[config.mk]
export PLATFORM = sky130hd
export DESIGN_NAME = data_mem_ctrl_flat
export DESIGN_NICKNAME = d
export VERILOG_FILES = /design/src/rtl/mem_pkg.sv /design/src/rtl/data_mem_ctrl_if.sv /design/src/rtl/lsu_align.sv /design/src/rtl/data_mem_ctrl.sv /design/src/flat_wrapper.sv
export SDC_FILE = /design/constraint.sdc
export NUM_CORES = 1
export LEC_CHECK = 0
export ABC_AREA = 1
export CAP_MARGIN = 20
export CORE_MARGIN = 1
export CORE_UTILIZATION = 40
export DETAILED_ROUTE_END_ITERATION = 16
export PLACE_DENSITY = 0.72
export SLEW_MARGIN = 20
export SYNTH_ARGS = -nofsm -noshare
export SYNTH_HDL_FRONTEND = slang
export SYNTH_SLANG_ARGS = --single-unit
[constraint.sdc]
create_clock -name clk -period 2.25 [get_ports clk]
set_clock_uncertainty 0.2 [all_clocks]
set_input_delay 0.45 -clock clk [delete_from_list [all_inputs] [get_ports clk]]
set_output_delay 0.45 -clock clk [all_outputs]
set_load 0.02 [all_outputs]
[src/rtl/mem_pkg.sv]
// Shared types and helpers for the data memory load/store controller.
//
// Contents:
//   load_type_t   - load encodings from Control_Unit (LB, LBU, LH, LHU, LW)
//   store_type_t  - store encodings from Control_Unit (SB, SH, SW)
//   ctrl_state_t  - controller FSM states (IDLE, BUSY, DONE)
//   acc_size_t    - access width after decoding the type code
//   ERR_*         - err_code values reported alongside err
//   load_size / store_size / is_misaligned - decode and alignment helpers
package mem_pkg;

    typedef enum logic [2:0] {
        LB  = 3'b001,
        LBU = 3'b010,
        LH  = 3'b011,
        LHU = 3'b100,
        LW  = 3'b101
    } load_type_t;

    typedef enum logic [1:0] {
        SB = 2'b01,
        SH = 2'b10,
        SW = 2'b11
    } store_type_t;

    typedef enum logic [1:0] {
        IDLE = 2'd0,
        BUSY = 2'd1,
        DONE = 2'd2
    } ctrl_state_t;

    typedef enum logic [1:0] {
        SZ_BYTE = 2'd0,
        SZ_HALF = 2'd1,
        SZ_WORD = 2'd2
    } acc_size_t;

    localparam logic [1:0] ERR_NONE     = 2'b00;
    localparam logic [1:0] ERR_MISALIGN = 2'b01;
    localparam logic [1:0] ERR_TIMEOUT  = 2'b10;
    localparam logic [1:0] ERR_RW       = 2'b11;

    // Undefined codes fall back to a full word access.
    function automatic acc_size_t load_size(input logic [2:0] lt);
        acc_size_t sz;
        case (lt)
            LB, LBU: sz = SZ_BYTE;
            LH, LHU: sz = SZ_HALF;
            default: sz = SZ_WORD;
        endcase
        return sz;
    endfunction

    function automatic acc_size_t store_size(input logic [1:0] st);
        acc_size_t sz;
        case (st)
            SB:      sz = SZ_BYTE;
            SH:      sz = SZ_HALF;
            default: sz = SZ_WORD;
        endcase
        return sz;
    endfunction

    function automatic logic is_misaligned(input acc_size_t sz, input logic [1:0] addr_lo);
        logic mis;
        case (sz)
            SZ_HALF: mis = addr_lo[0];
            SZ_WORD: mis = (addr_lo != 2'b00);
            default: mis = 1'b0;
        endcase
        return mis;
    endfunction

endpackage

[src/rtl/data_mem_ctrl_if.sv]
// Memory-side port of the load/store controller.
//
// Handshake: the controller raises mem_req together with mem_we, mem_addr,
// mem_wstrb and mem_wdata, and holds all of them stable until the SRAM
// returns a single-cycle mem_ack. The cycle mem_ack is high completes the
// access; mem_rdata is only meaningful in that cycle. The controller drops
// mem_req on the edge that samples mem_ack (or when it gives up after the
// timeout), so one request is matched by at most one ack.
//
// Signals:
//   mem_req   - request, registered, controller -> SRAM
//   mem_we    - 1 = write, 0 = read
//   mem_addr  - word address (byte address without the two low bits)
//   mem_wstrb - per-byte write strobes, 0000 for reads
//   mem_wdata - lane-steered write data
//   mem_rdata - read word, SRAM -> controller, valid with mem_ack
//   mem_ack   - completion pulse, SRAM -> controller
interface data_mem_ctrl_if #(
    parameter int ADDR_W = 32
);
    logic              mem_req;
    logic              mem_we;
    logic [ADDR_W-3:0] mem_addr;
    logic [3:0]        mem_wstrb;
    logic [31:0]       mem_wdata;
    logic [31:0]       mem_rdata;
    logic              mem_ack;

    modport master (
        output mem_req,
        output mem_we,
        output mem_addr,
        output mem_wstrb,
        output mem_wdata,
        input  mem_rdata,
        input  mem_ack
    );

    modport slave (
        input  mem_req,
        input  mem_we,
        input  mem_addr,
        input  mem_wstrb,
        input  mem_wdata,
        output mem_rdata,
        output mem_ack
    );
endinterface

[src/rtl/lsu_align.sv]
// Byte-lane steering for stores and extract/extend for loads. Purely
// combinational.
//
// Ports:
//   st_addr_lo  in  2   byte offset of the store address
//   store_type  in  2   store type code
//   write_data  in  32  raw rs2 value
//   st_wstrb    out 4   byte strobes for the store
//   st_wdata    out 32  store data replicated onto every lane it may land in
//   ld_addr_lo  in  2   byte offset of the latched load address
//   load_type   in  3   latched load type code
//   rdata       in  32  word returned by the SRAM
//   ld_data     out 32  selected and sign/zero-extended load result
module lsu_align
    import mem_pkg::*;
(
    input  logic [1:0]  st_addr_lo,
    input  logic [1:0]  store_type,
    input  logic [31:0] write_data,
    output logic [3:0]  st_wstrb,
    output logic [31:0] st_wdata,
    input  logic [1:0]  ld_addr_lo,
    input  logic [2:0]  load_type,
    input  logic [31:0] rdata,
    output logic [31:0] ld_data
);

    logic [7:0]  byte_sel;
    logic [15:0] half_sel;
    logic        is_signed;

    // Stores: replicate the datum so the SRAM only needs the strobes to
    // pick the right lane; no shifter on the write path.
    always_comb begin
        st_wstrb = 4'b1111;
        st_wdata = write_data;
        case (store_size(store_type))
            SZ_BYTE: begin
                st_wstrb = 4'b0001 << st_addr_lo;
                st_wdata = {4{write_data[7:0]}};
            end
            SZ_HALF: begin
                // Misaligned halfwords never reach here, so bit 1 picks the half.
                st_wstrb = st_addr_lo[1] ? 4'b1100 : 4'b0011;
                st_wdata = {2{write_data[15:0]}};
            end
            default: begin
                st_wstrb = 4'b1111;
                st_wdata = write_data;
            end
        endcase
    end

    // Loads: select the addressed byte/half, then extend.
    always_comb begin
        byte_sel = rdata[7:0];
        case (ld_addr_lo)
            2'd0:    byte_sel = rdata[7:0];
            2'd1:    byte_sel = rdata[15:8];
            2'd2:    byte_sel = rdata[23:16];
            default: byte_sel = rdata[31:24];
        endcase
        half_sel  = ld_addr_lo[1] ? rdata[31:16] : rdata[15:0];
        is_signed = (load_type == LB) || (load_type == LH);

        ld_data = rdata;
        case (load_size(load_type))
            SZ_BYTE: ld_data = {{24{is_signed & byte_sel[7]}}, byte_sel};
            SZ_HALF: ld_data = {{16{is_signed & half_sel[15]}}, half_sel};
            default: ld_data = rdata;
        endcase
    end

endmodule

[src/rtl/data_mem_ctrl.sv]
// Load/store controller between the core's execute stage and a wait-stated,
// word-wide data SRAM. Stalls the core while an access is in flight, checks
// alignment, steers store lanes, extends loads and aborts on a missing ack.
//
// Ports:
//   clk           in   core clock
//   rst           in   asynchronous active-low reset
//   mem_read_en   in   load request
//   mem_write_en  in   store request
//   address       in   byte address (ALU result)
//   write_data    in   raw rs2 value
//   load_type     in   load type code (mem_pkg::load_type_t)
//   store_type    in   store type code (mem_pkg::store_type_t)
//   stall         out  combinational; hold PC, block RF write
//   done          out  one-cycle pulse when the access retires
//   load_data     out  extended load result, valid with done
//   err           out  one-cycle pulse with done on a failed access
//   err_code      out  misaligned / timeout / read+write, valid with err
//   state_dbg     out  current FSM state
//   mem           SRAM port (data_mem_ctrl_if.master)
//
// Timing: request seen in IDLE (stall=1) -> BUSY until ack or timeout ->
// DONE for one cycle (done=1, stall=0, core retires) -> IDLE. Illegal
// requests go straight from IDLE to DONE without touching the SRAM.
module data_mem_ctrl
    import mem_pkg::*;
#(
    parameter int ADDR_W  = 32,
    parameter int TIMEOUT = 64
) (
    input  logic              clk,
    input  logic              rst,
    input  logic              mem_read_en,
    input  logic              mem_write_en,
    input  logic [ADDR_W-1:0] address,
    input  logic [31:0]       write_data,
    input  logic [2:0]        load_type,
    input  logic [1:0]        store_type,
    output logic              stall,
    output logic              done,
    output logic [31:0]       load_data,
    output logic              err,
    output logic [1:0]        err_code,
    output ctrl_state_t       state_dbg,
    data_mem_ctrl_if.master   mem
);

    localparam int TIMER_W = $clog2(TIMEOUT + 1);

    ctrl_state_t        state;
    ctrl_state_t        next_state;
    logic [TIMER_W-1:0] timer;

    logic [1:0]         lat_addr_lo;
    logic [2:0]         lat_load_type;

    logic               any_req;
    logic               both_req;
    acc_size_t          req_size;
    logic               req_misaligned;

    logic               accept;
    logic               reject;
    logic [1:0]         reject_code;
    logic               ack_finish;
    logic               timeout_finish;

    logic [3:0]         st_wstrb;
    logic [31:0]        st_wdata;
    logic [31:0]        ld_ext;

    assign state_dbg = state;

    // Request decode. When both enables are set the size is irrelevant
    // because the read+write error takes priority.
    assign any_req        = mem_read_en | mem_write_en;
    assign both_req       = mem_read_en & mem_write_en;
    assign req_size       = mem_write_en ? store_size(store_type) : load_size(load_type);
    assign req_misaligned = is_misaligned(req_size, address[1:0]);

    lsu_align u_align (
        .st_addr_lo (address[1:0]),
        .store_type (store_type),
        .write_data (write_data),
        .st_wstrb   (st_wstrb),
        .st_wdata   (st_wdata),
        .ld_addr_lo (lat_addr_lo),
        .load_type  (lat_load_type),
        .rdata      (mem.mem_rdata),
        .ld_data    (ld_ext)
    );

    // State register.
    always_ff @(posedge clk or negedge rst) begin
        if (!rst) begin
            state <= IDLE;
        end else begin
            state <= next_state;
        end
    end

    // Next state, stall and the per-cycle decisions used by the datapath.
    always_comb begin
        next_state     = state;
        stall          = 1'b0;
        accept         = 1'b0;
        reject         = 1'b0;
        reject_code    = ERR_NONE;
        ack_finish     = 1'b0;
        timeout_finish = 1'b0;
        case (state)
            IDLE: begin
                if (any_req) begin
                    stall = 1'b1;
                    if (both_req) begin
                        reject      = 1'b1;
                        reject_code = ERR_RW;
                        next_state  = DONE;
                    end else if (req_misaligned) begin
                        reject      = 1'b1;
                        reject_code = ERR_MISALIGN;
                        next_state  = DONE;
                    end else begin
                        accept     = 1'b1;
                        next_state = BUSY;
                    end
                end
            end
            BUSY: begin
                stall = 1'b1;
                // Ack wins over an expiring timer in the same cycle.
                if (mem.mem_ack) begin
                    ack_finish = 1'b1;
                    next_state = DONE;
                end else if (timer == TIMER_W'(TIMEOUT - 1)) begin
                    timeout_finish = 1'b1;
                    next_state     = DONE;
                end
            end
            DONE: begin
                // The core still presents the retiring instruction here,
                // so requests are not looked at.
                next_state = IDLE;
            end
            default: begin
                next_state = IDLE;
            end
        endcase
    end

    // Registered outputs, SRAM port, latched access info and BUSY timer.
    always_ff @(posedge clk or negedge rst) begin
        if (!rst) begin
            mem.mem_req   <= 1'b0;
            mem.mem_we    <= 1'b0;
            mem.mem_addr  <= '0;
            mem.mem_wstrb <= 4'b0000;
            mem.mem_wdata <= 32'd0;
            done          <= 1'b0;
            err           <= 1'b0;
            err_code      <= ERR_NONE;
            load_data     <= 32'd0;
            timer         <= '0;
            lat_addr_lo   <= 2'b00;
            lat_load_type <= 3'b000;
        end else begin
            done     <= 1'b0;
            err      <= 1'b0;
            err_code <= ERR_NONE;

            if (accept) begin
                mem.mem_req   <= 1'b1;
                mem.mem_we    <= mem_write_en;
                mem.mem_addr  <= address[ADDR_W-1:2];
                mem.mem_wstrb <= mem_write_en ? st_wstrb : 4'b0000;
                mem.mem_wdata <= mem_write_en ? st_wdata : 32'd0;
                lat_addr_lo   <= address[1:0];
                lat_load_type <= load_type;
                timer         <= '0;
            end

            if (reject) begin
                done      <= 1'b1;
                err       <= 1'b1;
                err_code  <= reject_code;
                load_data <= 32'd0;
            end

            if (state == BUSY) begin
                timer <= timer + TIMER_W'(1);
            end

            if (ack_finish || timeout_finish) begin
                mem.mem_req   <= 1'b0;
                mem.mem_we    <= 1'b0;
                mem.mem_addr  <= '0;
                mem.mem_wstrb <= 4'b0000;
                mem.mem_wdata <= 32'd0;
                timer         <= '0;
                done          <= 1'b1;
            end

            if (ack_finish) begin
                // mem_we is still the value of the access being acked.
                load_data <= mem.mem_we ? 32'd0 : ld_ext;
            end

            if (timeout_finish) begin
                err       <= 1'b1;
                err_code  <= ERR_TIMEOUT;
                load_data <= 32'd0;
            end
        end
    end

endmodule

[src/flat_wrapper.sv]
// flat-port wrapper written by rule: the top's interface ports become plain ports
module data_mem_ctrl_flat import mem_pkg::*;
#(
    parameter int ADDR_W  = 32,
    parameter int TIMEOUT = 64
)
  (clk, rst, mem_read_en, mem_write_en, address, write_data, load_type, store_type, stall, done, load_data, err, err_code, state_dbg, mem_mem_req, mem_mem_we, mem_mem_addr, mem_mem_wstrb, mem_mem_wdata, mem_mem_rdata, mem_mem_ack);
  data_mem_ctrl_if #(.ADDR_W(ADDR_W)) mem_i ();
  input  logic clk;
  input  logic rst;
  input  logic mem_read_en;
  input  logic mem_write_en;
  input  logic [ADDR_W-1:0] address;
  input  logic [31:0] write_data;
  input  logic [2:0] load_type;
  input  logic [1:0] store_type;
  output logic stall;
  output logic done;
  output logic [31:0] load_data;
  output logic err;
  output logic [1:0] err_code;
  output ctrl_state_t state_dbg;
  output wire logic [$bits(mem_i.mem_req)-1:0] mem_mem_req;
  output wire logic [$bits(mem_i.mem_we)-1:0] mem_mem_we;
  output wire logic [$bits(mem_i.mem_addr)-1:0] mem_mem_addr;
  output wire logic [$bits(mem_i.mem_wstrb)-1:0] mem_mem_wstrb;
  output wire logic [$bits(mem_i.mem_wdata)-1:0] mem_mem_wdata;
  input wire logic [$bits(mem_i.mem_rdata)-1:0] mem_mem_rdata;
  input wire logic [$bits(mem_i.mem_ack)-1:0] mem_mem_ack;
  assign mem_mem_req = mem_i.mem_req;
  assign mem_mem_we = mem_i.mem_we;
  assign mem_mem_addr = mem_i.mem_addr;
  assign mem_mem_wstrb = mem_i.mem_wstrb;
  assign mem_mem_wdata = mem_i.mem_wdata;
  assign mem_i.mem_rdata = mem_mem_rdata;
  assign mem_i.mem_ack = mem_mem_ack;
  data_mem_ctrl #(.ADDR_W(ADDR_W), .TIMEOUT(TIMEOUT)) u_core (.clk(clk), .rst(rst), .mem_read_en(mem_read_en), .mem_write_en(mem_write_en), .address(address), .write_data(write_data), .load_type(load_type), .store_type(store_type), .stall(stall), .done(done), .load_data(load_data), .err(err), .err_code(err_code), .state_dbg(state_dbg), .mem(mem_i));
endmodule
==> impl_results.md, run 1 <==
* Ports at 213
* DRC violations left at 0
* Routed wire length at 20100 µm
* Fmax at 460 MHz
* Status: finished clean
* Post-placement cell count at 1303
* Minimum clock period at 2.17 ns
* Sw Share at 41.8%
* Die width at 127 µm
* Flop pwr share at 27.0%
* Worst Path Max Fanout at 7
* # rows at 45
* P_leak at 5.09 nW
* TritonCTS clock tree: built
* Ratio of cells with drive above 1 in the final layout at 10.8%
* Worst-Margin Slew at 0.540 ns
* First-pass GRT wire length at 32000 µm
* Crit-path leading delay family: buffers and inverters
* Initial core utilization at 41.0%
* Crit path cell chain: buf_6 > inv_12 > ha_4 > inv_4 > o21ai_2 > inv_1 > ha_2 > nand2_1 > inv_1 > o21ai_2 > nand3_4 > buf_6 > nor2_4 > buf_12 > buf_12 > nand2_1 > nand2_1
* Final setup fails at 0
* Synth top cells by count: nand2_1 (441), dfrtp_1 (118), nand3_1 (113)
* Sequential-to-total area share from yosys stat at 47.2%
* R2R Setup Slk at 0.23 ns
* Max clock buf depth at 2
* Max-cap violations at 0
* Logic gate share of total power at 52.5%
* 1st-iter DRT viols at 403
* CTS Buf Count at 17
* Routability cong. at 0.878
* Gate Count Post-Synth at 887
* Final Hold Vio Count at 0
* Initial antenna violation count at 1
* Arrival time worst endpoint at 2.32 ns
* Net Count, Synth at 999
* First-pass DRT Iterations at 5
* Area grow syn2layout at 54.9%
* Worst setup margin at 0.0752 ns
* Crit. End Element: register
* Pwr Density at 1360 mW/mm²
* Avg Inst Size Synth at 7.06 µm²
* CP Data Required Time at 2.40 ns
* CORE AREA at 0.0153 mm²
* Top_reg_cell synth: dfrtp_1
* Crit Path Class: in2reg
* Slew margin rel. at 64.0%
* Vias/cell at 4.85
* Hold Path Class: in2reg
* Clock power share at 20.5%
* P_sw at 5.53 mW
* Worst vdd ir at 913 µV
* Internal at 7.70 mW
* Post-synth cell types at 27
* Critical path buffers and inverters at 8
* Drt wl/cell at 14.8 µm
* DP Worst Slack at -0.875 ns
* Synth warn at 0
* Startpoint types: primary input
* Fin crit share at 96.7%
* Detail Placement HPWL at 13600 µm
* Synth area leader: dfrtp_1
* Clk root buf: clkbuf_16
* CP dominant cell by count: nand2_1
* Die height at 127 µm
* Most common cell in the netlist: nand2_1
* Grt total ovfl at 0
* Mapped Area at 0.00626 mm²
* IO Port Bufs at 212
* Final non-filler cell total at 1352
* Synth Register Bits at 118
* Largest net degree at the start of global routing at 49
* Final Max Slew Viols at 0
* Async SR Flop Fraction at 100%
* Top post-synthesis cells by area: dfrtp_1 (47%), nand2_1 (26%), nand3_1 (9.0%), inv_1 (4.7%), o21ai_0 (2.5%)
* Antenna viol nets, final at 0
* Nets at 1239
* Clock Latency Late Sink at 0.42 ns
* EDFF count, synth at 0
* H-tree depth at 4
* Vias in the first global route at 6312
* Max incr delay on CP at 0.27 ns
* Post-synth top area share at 47.2%
* Routed vias at 6559
* Slowest CP cell: ha_4
* GRT Total Usage at 25.8%
* CTS Sinks at 118
* Die area at 0.0162 mm²
* Worst-path clk slew at 0.06 ns
==> per-layer routing <==
layer	wire length [µm]	GRT usage, %	up-vias
met5	0	0	-
met4	435	11.1	0
met3	1630	7.50	36
met2	9730	43.0	249
met1	8280	31.4	3048
li1	-	-	3226
==> sequential cells by signal (all words and copies together), names as in the netlist <==
name / cells
u_core.err_code: 2
u_core.timer: 7
u_core.done: 1
u_core.load_data: 32
u_core.lat_addr_lo: 2
u_core.mem.mem_addr: 30
u_core.err: 1
u_core.state_dbg: 2
u_core.mem.mem_req: 1
u_core.mem.mem_wstrb: 4
u_core.mem.mem_we: 1
u_core.lat_load_type: 3
u_core.mem.mem_wdata: 32
==> logic make-up after synthesis <==
| logic type | share of synthesized area [%] |
|---|---|
| compound gates | 3.28 |
| fa+ha+maj | 1.20 |
| flops | 47.2 |
| simple gates | 39.3 |
| buf+inv | 8.77 |
| xor+xnor | 0.280 |
==> path summary, 6_finish.rpt <==
kind | cells past startpoint | start | end
worst max register to register | 10 | u_core.timer[0] | u_core.mem.mem_wdata[19]
min in group asynchronous | 2 | rst | u_core.err_code[0]
worst min register to register | 2 | u_core.mem.mem_wstrb[1] | u_core.mem.mem_wstrb[1]
worst min-delay path | 4 | load_type[0] | u_core.lat_load_type[0]
worst max-delay path | 17 | store_type[0] | u_core.mem.mem_wdata[19]
max in group asynchronous | 3 | rst | u_core.mem.mem_addr[0]
==> power groups by stage <==
| stage | Clock (mW) | Sequential, mW | Combinational [mW] |
|---|---|---|---|
| floorplan | 0 | 4.41 | 2.82 |
| global placement | 0 | 3.56 | 6.42 |
| detailed placement | 0 | 3.56 | 6.51 |
| CTS | 2.76 | 3.56 | 6.99 |
| global route | 2.86 | 3.67 | 7.56 |
| finish | 2.71 | 3.57 | 6.95 |
==> placed cells by master, fill, tap and decap left out, types with 2 or more instances in the layout <==
master,Yosys,routed
a21oi_1,4,4
buf_12,0,10
buf_16,0,3
buf_2,28,2
buf_4,0,31
buf_6,4,5
bufinv_16,0,2
clkbuf_16,0,18
clkbuf_2,0,3
clkdlybuf4s50_1,0,204
clkinv_1,4,4
clkinv_2,0,3
clkinv_4,0,3
clkinvlp_4,0,3
dfrtp_1,118,118
ha_1,6,4
inv_1,79,74
inv_2,5,7
inv_4,0,2
inv_6,0,3
nand2_1,441,441
nand3_1,113,113
nand3_2,4,3
nand3b_1,9,9
nor2_1,14,9
nor2_2,5,8
nor2_4,2,4
o21ai_0,31,28
o21ai_2,0,5
==> metrics by stage <==
step / setup TNS (ns) / util, % / hold slack [ns] / instance area (µm²) / power [mW]
floorplan: -11.18 / - / -0.0456 / 6330 / 7.23
global placement: -81.15 / 57.9 / 0.215 / 8830 / 9.98
detailed placement: -93.14 / 57.9 / 0.219 / 8830 / 10.1
CTS: 0 / 63.6 / 0.157 / 9700 / 13.3
global route: -0.0783 / 63.6 / 0.214 / 9700 / 14.1
finish: 0 / 63.6 / 0.189 / 9700 / 13.2
==> area by class of cell <==
type                       count  area, µm²
fill                        1390       5560
sequential                   118       2950
multi-input combinational    640       2820
timing repair buffer         262       2720
clock buffer                  18        439
inverter                      88        348
tap                          211        264
clock inverter                14        150
antenna                        1       2.50
==> worst reg2reg max path, stage by stage (launching register included) <==
cell     delay [ns]
dfrtp_1        0.39
ha_1           0.23
nand3_1        0.16
nor2_1         0.07
nand2_1        0.11
nand2_1        0.17
nor2_4         0.18
buf_4          0.14
buf_12         0.13
nand2_1        0.06
nand2_1        0.10
==> what timing repair did <==
action,in CTS,in global routing
setup endpoints to repair,118,67
gates cloned,6,1
endpoints found under the hold margin,29,0
pin swaps,6,13
resized for setup,37,16
hold buffers,1,0
setup buffers,10,1
Note: power is estimated with default switching activity, not from simulation.
==> run 2, diff against run 1 <==
--- a/config.mk
+++ b/config.mk
@@ -7,10 +7,12 @@
 export LEC_CHECK = 0
 export ABC_AREA = 1
 export CAP_MARGIN = 20
+export CORE_ASPECT_RATIO = 1.25
 export CORE_MARGIN = 1
 export CORE_UTILIZATION = 40
 export DETAILED_ROUTE_END_ITERATION = 16
 export PLACE_DENSITY = 0.72
+export RECOVER_POWER = 50
 export SLEW_MARGIN = 20
 export SYNTH_ARGS = -nofsm -noshare
 export SYNTH_HDL_FRONTEND = slang
==> impl_results.md, run 2 (synthesis gave the netlist of run 1 again) <==
* GR Layer Usage met3 at 8.97%
* # rows at 50
* Worst-Margin Slew at 0.954 ns
* Worst Path Max Fanout at 6
* Hold slack at 0.165 ns
* Crit Path Class: in2reg
* DRC violations left at 0
* Hold depth at 4
* Slowest CP cell: ha_4
* Commonest non-fill, non-tap cell in the layout: nand2_1
* Antenna viol nets, final at 0
* Detail Placement HPWL at 14200 µm
* Clk root buf: clkbuf_16
* Slew margin rel. at 36.4%
* CORE AREA at 0.0151 mm²
* First-pass GRT wire length at 33900 µm
* Crit-path leading delay family: buffers and inverters
* R2R cell count at 10
* Critical path buffers and inverters at 8
* Nets at 1261
* Area grow syn2layout at 67.2%
* Worst reg2reg path startpoint: u_core.timer[0]
* Initial core utilization at 41.4%
* Vias in the first global route at 6743
* P_sw at 5.79 mW
* Drt wl/cell at 16.4 µm
* Internal at 8.62 mW
* Vias/cell at 4.93
* P_leak at 5.46 nW
* Crit path cell chain: buf_6 > inv_12 > ha_4 > inv_4 > o21ai_4 > inv_2 > ha_4 > nand2_2 > inv_2 > o21ai_2 > nand3_2 > buf_6 > nor2_4 > buf_12 > buf_12 > nand2_2 > nand2_1
* Ratio of cells with drive above 1 in the final layout at 17.8%
* RR Endpoint: u_core.mem.mem_wdata[24]
* Die height at 142 µm
* Sw Share at 40.2%
* Met1 Usage GRT at 30.1%
* RSZ-0062 raised after global routing: yes
* GRT Total Usage at 27.7%
* Largest regs: u_core.load_data (32), u_core.mem.mem_wdata (32), u_core.mem.mem_addr (30)
* Routability cong. at 0.941
* Post-placement cell count at 1308
* Ports at 213
* Pwr Density at 1380 mW/mm²
* Flop pwr share at 24.7%
* R2R Setup Slk at 0.18 ns
* Failing checks: negative setup slack
* Largest net degree at the start of global routing at 52
* Final Hold Vio Count at 0
* Final setup fails at 5
* Fin crit share at 100%
* Clock Latency Late Sink at 0.41 ns
* Fmax at 443 MHz
* Commonest non-fill, non-tap cells in the layout: nand2_1 (389), clkdlybuf4s50_1 (191), dfrtp_1 (118)
* Final Max Slew Viols at 0
* 1st-iter DRT viols at 373
* CTS Sinks at 118
* TritonCTS clock tree: built
* DP Worst Slack at -0.785 ns
* Startpoint types: primary input
* CTS Buf Count at 17
* IO Port Bufs at 212
* H-tree depth at 4
* Hold Path Class: in2reg
* Status: finished, violations left
* Clock power share at 21.9%
* Worst-path clk slew at 0.05 ns
* Top Usage Layer GRT: met2
* Die area at 0.0162 mm²
* Worst setup margin at -0.00564 ns
* Crit. End Element: register
* Overall Power at 14.4 mW
* First-pass DRT Iterations at 4
* Worst vdd ir at 712 µV
* Fin Setup TNS at -0.0164 ns
* Minimum clock period at 2.26 ns
* Max incr delay on CP at 0.27 ns
* Hold EP: u_core.lat_load_type[0]
* Final non-filler cell total at 1369
* Initial antenna violation count at 0
* Grt total ovfl at 0
* Max-cap violations at 0
* Logic gate share of total power at 53.4%
* Max clock buf depth at 2
* Routed vias at 6746
* Die width at 114 µm
* CP Data Required Time at 2.39 ns
* Diodes inserted at 0
* Arrival time worst endpoint at 2.40 ns
* Met2 usage at 47.7%
* Hold_sp: load_type[0]
* Routed wire length at 22500 µm
-- run 2: layer usage --
layer  vias up  share of wire [%]
met2       284                 50
met5         -                  0
met1      3127                 37
met3        66                7.7
met4         0                4.8
li1       3269                  -
-- run 2: stage by stage --
step                utilization, %  area [µm²]
finish                        69.2       10500
floorplan                        -        6330
detailed placement            58.7        8880
CTS                           67.8       10300
global placement              58.7        8880
global route                  69.2       10500
-- run 2: cell type report --
class                      instances  area, µm²
tap                              208        260
clock inverter                     8        193
inverter                          88        350
timing repair buffer             284       3140
multi-input combinational        640       3090
sequential                       118       2950
fill                            1269       4670
clock buffer                      23        488
-- run 2: worst max-delay path by stage --
stage / from / endpoint / slack (ns) / cells after the start
final: store_type[0] / u_core.mem.mem_wdata[9] / -0.006 / 17
after global routing: load_type[0] / u_core.mem.mem_wdata[9] / -0.08 / 19
after CTS: store_type[0] / u_core.mem.mem_wdata[19] / -0.01 / 17
after detailed placement: load_type[0] / u_core.mem.mem_addr[17] / -0.78 / 14
after global placement: load_type[0] / u_core.mem.mem_req / -0.74 / 14
after floorplan: store_type[0] / u_core.mem.mem_addr[1] / -0.20 / 17
-- run 2: power by group through the flow --
stage                     Combinational (mW)  Clock [mW]  Sequential, mW
after global placement                  6.58           0            3.55
after global routing                    8.28        3.30            3.67
after detailed placement                6.65           0            3.55
after floorplan                         2.82           0            4.41
final                                   7.70        3.15            3.56
after CTS                               7.56        3.19            3.56
-- run 2: what timing repair did --
action,4_1_cts,5_1_grt
resized for setup,75,83
hold buffers,1,0
cloned,12,1
pin swaps,12,47
endpoints found under the hold margin,16,0
buffers inserted,18,2
endpoints found under the setup margin,118,105
-- run 2: worst min-delay path: stages --
cell     delay [ns]
buf_8          0.08
buf_4          0.10
nand2_1        0.04
o21ai_0        0.05
